==> config.mk <==
export PLATFORM = sky130hd
export DESIGN_NAME = ex_forwarding_unit
export DESIGN_NICKNAME = d
export VERILOG_FILES = /design/src/rtl/ex_forwarding_unit_pkg.sv /design/src/rtl/ex_forwarding_unit_fwd_select.sv /design/src/rtl/ex_forwarding_unit.sv
export SDC_FILE = /design/constraint.sdc
export NUM_CORES = 1
export LEC_CHECK = 0
export BUFFER_PORTS_ARGS = -buffer_cell sky130_fd_sc_hd__buf_4
export CORE_UTILIZATION = 45
export DETAILED_ROUTE_END_ITERATION = 10
export GPL_ROUTABILITY_DRIVEN = 0
export PLACE_DENSITY = 0.81
export SETUP_SLACK_MARGIN = 0.4
export SYNTH_ARGS = -nofsm -noshare
export SYNTH_HDL_FRONTEND = slang
export SYNTH_SLANG_ARGS = --single-unit
==> constraint.sdc <==
create_clock -name clk -period 2.3 [get_ports clk]
set_input_delay 0.115 -clock clk [delete_from_list [all_inputs] [get_ports clk]]
set_output_delay 0.115 -clock clk [all_outputs]
set_load 0.02 [all_outputs]
==> src/rtl/ex_forwarding_unit_pkg.sv <==
// Shared pipeline definitions for EX-stage forwarding: register width and
// the 2-bit ALU operand-select encoding.
package ex_forwarding_unit_pkg;

    localparam int REG_W = 3;

    typedef logic [1:0] fwd_sel_t;

    localparam fwd_sel_t FWD_REGFILE = 2'b00;
    localparam fwd_sel_t FWD_EXMEM   = 2'b10;
    localparam fwd_sel_t FWD_MEMWB   = 2'b01;

endpackage

==> src/rtl/ex_forwarding_unit_fwd_select.sv <==
// Per-operand forwarding decision: compares one source register against the
// EX/MEM and MEM/WB destinations and picks the newest matching producer.
module fwd_select
    import ex_forwarding_unit_pkg::*;
#(
    parameter int REG_W = ex_forwarding_unit_pkg::REG_W
) (
    input  logic [REG_W-1:0] src_i,
    input  logic             exMemRegWrite_i,
    input  logic [REG_W-1:0] exMemDestReg_i,
    input  logic             memWbRegWrite_i,
    input  logic [REG_W-1:0] memWbDestReg_i,
    output fwd_sel_t         fwdSel_o
);

    logic hitEm;
    logic hitMw;

    // r0 is hardwired to zero, so a write to it must never be forwarded
    assign hitEm = exMemRegWrite_i && (exMemDestReg_i != '0) && (exMemDestReg_i == src_i);
    assign hitMw = memWbRegWrite_i && (memWbDestReg_i != '0) && (memWbDestReg_i == src_i);

    always_comb begin
        fwdSel_o = FWD_REGFILE;
        if (hitEm) begin
            fwdSel_o = FWD_EXMEM;
        end else if (hitMw) begin
            fwdSel_o = FWD_MEMWB;
        end
    end

endmodule

==> src/rtl/ex_forwarding_unit.sv <==
// EX-stage forwarding control: operand selects for both ALU inputs plus
// saturating counters of cycles that forwarded from EX/MEM and MEM/WB.
module ex_forwarding_unit
    import ex_forwarding_unit_pkg::*;
#(
    parameter int REG_W   = ex_forwarding_unit_pkg::REG_W,
    parameter int COUNT_W = 16
) (
    input  logic               clk,
    input  logic               rst_n,
    input  logic [REG_W-1:0]   ID_EX_Rs,
    input  logic [REG_W-1:0]   ID_EX_Rt,
    input  logic               EX_MEM_RegWrite,
    input  logic [REG_W-1:0]   EX_MEM_DestReg,
    input  logic               MEM_WB_RegWrite,
    input  logic [REG_W-1:0]   MEM_WB_DestReg,
    output logic [1:0]         ForwardA,
    output logic [1:0]         ForwardB,
    output logic [COUNT_W-1:0] fwd_cnt_exmem,
    output logic [COUNT_W-1:0] fwd_cnt_memwb
);

    fwd_sel_t selA;
    fwd_sel_t selB;
    logic [COUNT_W-1:0] cntExmem_q, cntExmem_d;
    logic [COUNT_W-1:0] cntMemwb_q, cntMemwb_d;
    logic anyExmem;
    logic anyMemwb;

    fwd_select #(.REG_W(REG_W)) uSelA (
        .src_i           (ID_EX_Rs),
        .exMemRegWrite_i (EX_MEM_RegWrite),
        .exMemDestReg_i  (EX_MEM_DestReg),
        .memWbRegWrite_i (MEM_WB_RegWrite),
        .memWbDestReg_i  (MEM_WB_DestReg),
        .fwdSel_o        (selA)
    );

    fwd_select #(.REG_W(REG_W)) uSelB (
        .src_i           (ID_EX_Rt),
        .exMemRegWrite_i (EX_MEM_RegWrite),
        .exMemDestReg_i  (EX_MEM_DestReg),
        .memWbRegWrite_i (MEM_WB_RegWrite),
        .memWbDestReg_i  (MEM_WB_DestReg),
        .fwdSel_o        (selB)
    );

    assign ForwardA = rst_n ? selA : FWD_REGFILE;
    assign ForwardB = rst_n ? selB : FWD_REGFILE;

    assign anyExmem = (ForwardA == FWD_EXMEM) || (ForwardB == FWD_EXMEM);
    assign anyMemwb = (ForwardA == FWD_MEMWB) || (ForwardB == FWD_MEMWB);

    // Counters hold at all-ones instead of wrapping
    always_comb begin
        cntExmem_d = cntExmem_q;
        cntMemwb_d = cntMemwb_q;
        if (anyExmem && (cntExmem_q != '1)) begin
            cntExmem_d = cntExmem_q + COUNT_W'(1);
        end
        if (anyMemwb && (cntMemwb_q != '1)) begin
            cntMemwb_d = cntMemwb_q + COUNT_W'(1);
        end
    end

    always_ff @(posedge clk) begin
        if (!rst_n) begin
            cntExmem_q <= '0;
            cntMemwb_q <= '0;
        end else begin
            cntExmem_q <= cntExmem_d;
            cntMemwb_q <= cntMemwb_d;
        end
    end

    assign fwd_cnt_exmem = cntExmem_q;
    assign fwd_cnt_memwb = cntMemwb_q;

endmodule

# Word level (Yosys, flattened, before mapping)

Cells that the tools add are included.

$add $sub $neg: 2
Equal/unequal tests: 10
Multiplexer cells: 6
Reduce and logical (&&, ||, !) cells: 12

Operator list:

| operator                                            | count |
|---|---|
| adder 16 x 1 -> 16 bit, second input constant       | 2 |
| inequality test 16 bit, second input constant       | 2 |
| equality test 3 bit                                 | 4 |
| logical AND 1 bit                                   | 8 |
| 2-to-1 mux 2 bit                                    | 4 |
| nonzero test 3 bit                                  | 2 |
| equality test 2 x 1 -> 1 bit, second input constant | 2 |
| equality test 2 bit, second input constant          | 2 |
| logical OR 1 bit                                    | 2 |
| 2-to-1 mux 1 bit                                    | 2 |

Register bits after elaboration: 32

# Depth between registers and ports, before layout

Word-level depth: 9
Depth in mapped cells: 8

# By module

Synthesis repeated with hierarchy kept, for this count alone.

Cells, all modules: 228
Area, all modules: 1976.9 µm²

By module, submodules not included:

| module             | times used | cells an instance | area an instance (µm²) | seq. area each (µm²) |
|---|---|---|---|---|
| ex_forwarding_unit | 1          | 200               | 1754.2                 | 640.6 |
| fwd_select         | 2          | 14                | 111.4                  | 0.0 |

# Least setup slack after synthesis

OpenSTA, ideal clock, no wires.

Path type: register to register
Start point: register cntMemwb_q[0] (netlist: fwd_cnt_memwb[0])
End point: register cntMemwb_q[11] (netlist: fwd_cnt_memwb[11])
Setup time: 0.129 ns
Data arrival time: 1.876 ns
Data required time: 2.171 ns
Setup slack: 0.295 ns
Cell stages (with the launch flop): 8
Period minus slack after synthesis: 2.005 ns
Cell sequence: dfxtp_1 -> ha_1 -> nand2_1 -> or3_1 -> nor3_2 -> buf_2 -> nor4_1 -> mux2i_1

Word-level cells in the longest chain between the ends: 2
Elaborated cells on any way between the ends: 3
Those cells by class: 1 x add/sub; 1 x eq/ne; 1 x reduce/logical

Ends and longest elaborated chain:

| element                                                        | RTL line                 | RTL |
|---|---|---|
| start, declared                                                | ex_forwarding_unit.sv:26 | `logic [COUNT_W-1:0] cntMemwb_q, cntMemwb_d;` |
| start signal, assigned                                         | ex_forwarding_unit.sv:72 | `cntMemwb_q <= cntMemwb_d;` |
| branches (longest 2 deep; another with adder 16 x 1 -> 16 bit) | --                       |  |

Parallel ways; which one is timed is not known.
A chain may end at the register's enable or synchronous reset.

# Final worst setup path

Start point: register cntMemwb_q[6] (netlist: fwd_cnt_memwb[6])
End point: register cntMemwb_q[6] (netlist: fwd_cnt_memwb[6])

Same word-level chain as after synthesis.

==> metrics.txt <==
Starting Density 0.485; Synth Register Bits 32; die width about 66 microns; async set-reset flop share out of synthesis 0; largest net degree at the start of global routing 21; CTS root buf clkbuf_8; H-tree levels 2; Synth top area share 0.350; chip height approximately 66 microns; Worst VDD drop 0.318 mV; Util after Layout 0.659; Slew Limit Fails 0; Buffers on Ports between 50 and 60; clock sink count 32; Post-Syn Area approximately 1800 sq um; via count 1876; worst hold path type input pin to register; first-pass GRT wire length roughly 7300 microns; Endpoint, Worst Hold fwd_cnt_memwb[5]$_SDFFE_PN0P_; ANT cells 0; global route total overflow 0; Final Cycle Share 0.796; crit-path max FO 5; fin nets ~290; initial antenna violation count 0; Synth Flop Type dfxtp_1; YS warnings 0; R2R depth 6; vias in the first global route roughly 1.6k; skew final about 0.0070 ns; Area growth syn-to-layout 35.7%; synth unique cells between 40 and 50; Slew headroom 0.602; RSZ-0062 raised after global routing false; met3 WL post-DR 273 microns; Hold Fails Final Rpt 0; initial DRC count 170; CTS Buf Count 5; # DRC 0; reg2reg end fwd_cnt_memwb[6]$_SDFFE_PN0P_; Worst-path clk slew ~0.070 ns; worst hold slack between 0.15 and 0.2 ns; EDFF count, synth 0; Post-synth top cells dfxtp_1 (32), nand2_1 (29), nand3_1 (20); register area roughly 650 sq um; setup violators final 0; Setup TNS 0 ns; post-synthesis cell count ~220; # hold bufs at CTS 0; overall routed net length around 4800 microns; Clock Tree Buf Depth 2; Worst Tran Pin Value between 0.5 and 0.6 ns; Final WS setup between 0.4 and 0.5 ns; startpoint class of the critical path register; R2R Setup Slk between 0.4 and 0.5 ns; leading area contributor after synthesis dfxtp_1; min Tclk post-route about 1.8 ns; fill count between 300 and 400; Mean Syn Cell Area 8.51 sq um; TritonCTS clock tree built; Setup CP Type register to register; uppermost layer routed met4; Worst EP required roughly 2.5 ns; Pwr Density 521 nW/um^2; post-DP HPWL 3280 microns; hold depth 3; status complete, no violations; setup slack at placement 0.384 ns; DR WL met2 about 2400 microns; CP Capture Type register; Rows 22; fmax 546 MHz; crit path DAT roughly 2.1 ns; Worst-Skew Late Latency roughly 0.29 ns; cell with the most instances after synthesis dfxtp_1; core area ~3800 sq um; routed length per instance roughly 15 microns; met1 wire length slightly above 2000 microns; max-cap violation count 0; Die Footprint ~4300 sq um; fraction of layout cells with a size suffix above 1 0.318; PnR Total Power around 1.3 mW; Ports 52; beginning of the worst hold path rst_n; drt via density 5.83; multi-input logic area between 1000 and 1500 sq um; Synth area leaders dfxtp_1 (35%), mux2i_1 (9.8%), nand2_1 (5.9%); DRT antenna net count 0; TritonRoute pass-1 iters 4; gr usage total 0.220; sequential share of the synthesized area 0.350; syn_nets around 230; reg2reg start fwd_cnt_memwb[6]$_SDFFE_PN0P_; leakage power roughly 1.0 nW
[sequential cells by signal, summed over array words and instances, names as in the netlist]
register,count
fwd_cnt_exmem,16
fwd_cnt_memwb,16
[worst max-delay path, stage by stage, from the launching register on]
cell     delay, ns
dfxtp_1       0.42
nand2_1       0.14
or3_4         0.44
nor3_4        0.31
buf_4         0.18
or4_1         0.11
mux2i_1       0.16
[logic make-up after synthesis]
family,Yosys count,share of synthesized area
and+or+nand+nor,101,0.300
DFF,32,0.350
muxes,18,0.0984
buffers and inverters,13,0.0287
xor gates and xnor gates,15,0.0718
AOI/OAI and AO/OA,34,0.137
adders and majority gates,2,0.0137
[layout by cell type (no fill, tap or decap), drive strengths merged]
cell and count:
a211oi 2, a21o 1, a21oi 8, and2 1
and3 5, and4 2, buf 59, bufinv 1
clkbuf 7, dfxtp 32, ha 2, inv 5
mux2i 18, nand2 29, nand2b 10, nand3 20
nand4 5, nor2 8, nor2b 1, nor3 5
nor4 3, nor4b 1, o211ai 2, o21a 1
o21ai 3, o21bai 2, o22ai 1, o311a 2
o311ai 3, o31a 1, o31ai 5, o41ai 3
or3 4, or4 7, xnor2 8, xor2 7
[worst max path at each step]
stage / start / end / slack, ns / cells past startpoint
2_1_floorplan: fwd_cnt_memwb[0]$_SDFFE_PN0P_ / fwd_cnt_memwb[11]$_SDFFE_PN0P_ / 0.43 / 7
3_5_place_dp: EX_MEM_DestReg[1] / fwd_cnt_exmem[5]$_SDFFE_PN0P_ / 0.38 / 7
3_3_place_gp: EX_MEM_DestReg[1] / fwd_cnt_memwb[6]$_SDFFE_PN0P_ / 0.41 / 7
5_1_grt: fwd_cnt_memwb[2]$_SDFFE_PN0P_ / fwd_cnt_memwb[13]$_SDFFE_PN0P_ / 0.36 / 6
6_report: fwd_cnt_memwb[6]$_SDFFE_PN0P_ / fwd_cnt_memwb[6]$_SDFFE_PN0P_ / 0.47 / 6
4_1_cts: fwd_cnt_memwb[0]$_SDFFE_PN0P_ / fwd_cnt_memwb[10]$_SDFFE_PN0P_ / 0.39 / 6
[report_power, final]
part           switching, mW  leakage [nW]  internal, mW
Clock                  0.221        0.0645         0.382
Combinational         0.0723         0.716        0.0548
Sequential           0.00566         0.260         0.558
Total                  0.299          1.04         0.995
[stage by stage]
step | cells | area, sq um
after floorplan | 215 | 1840
after global placement | 309 | 2270
after detailed placement | 309 | 2270
after CTS | 317 | 2400
after global routing | 322 | 2480
final | 322 | 2480
[layout make-up]
| type | count | area share |
|---|---|---|
| multi-input cells | 170 | 0.478 |
| repair buffers | 59 | 0.179 |
| flip-flops and latches | 32 | 0.261 |
| clock inverters | 1 | 0.0121 |
| inverters | 5 | 0.00755 |
| well taps | 48 | 0.0242 |
| clock buffers | 7 | 0.0388 |
[routing by layer]
layer	vias up	track usage
met4	0	0.0951
met3	4	0.0517
li1	913	-
met2	65	0.367
met1	894	0.265
met5	-	0
[what timing repair did]
action,in CTS,in global routing
pin swaps,1,3
setup buffers,0,4
gates cloned,0,1
endpoints found under the hold margin,0,0
gates resized for setup,0,14
endpoints found under the setup margin,7,22
Note: power is estimated with default switching activity, not from simulation.
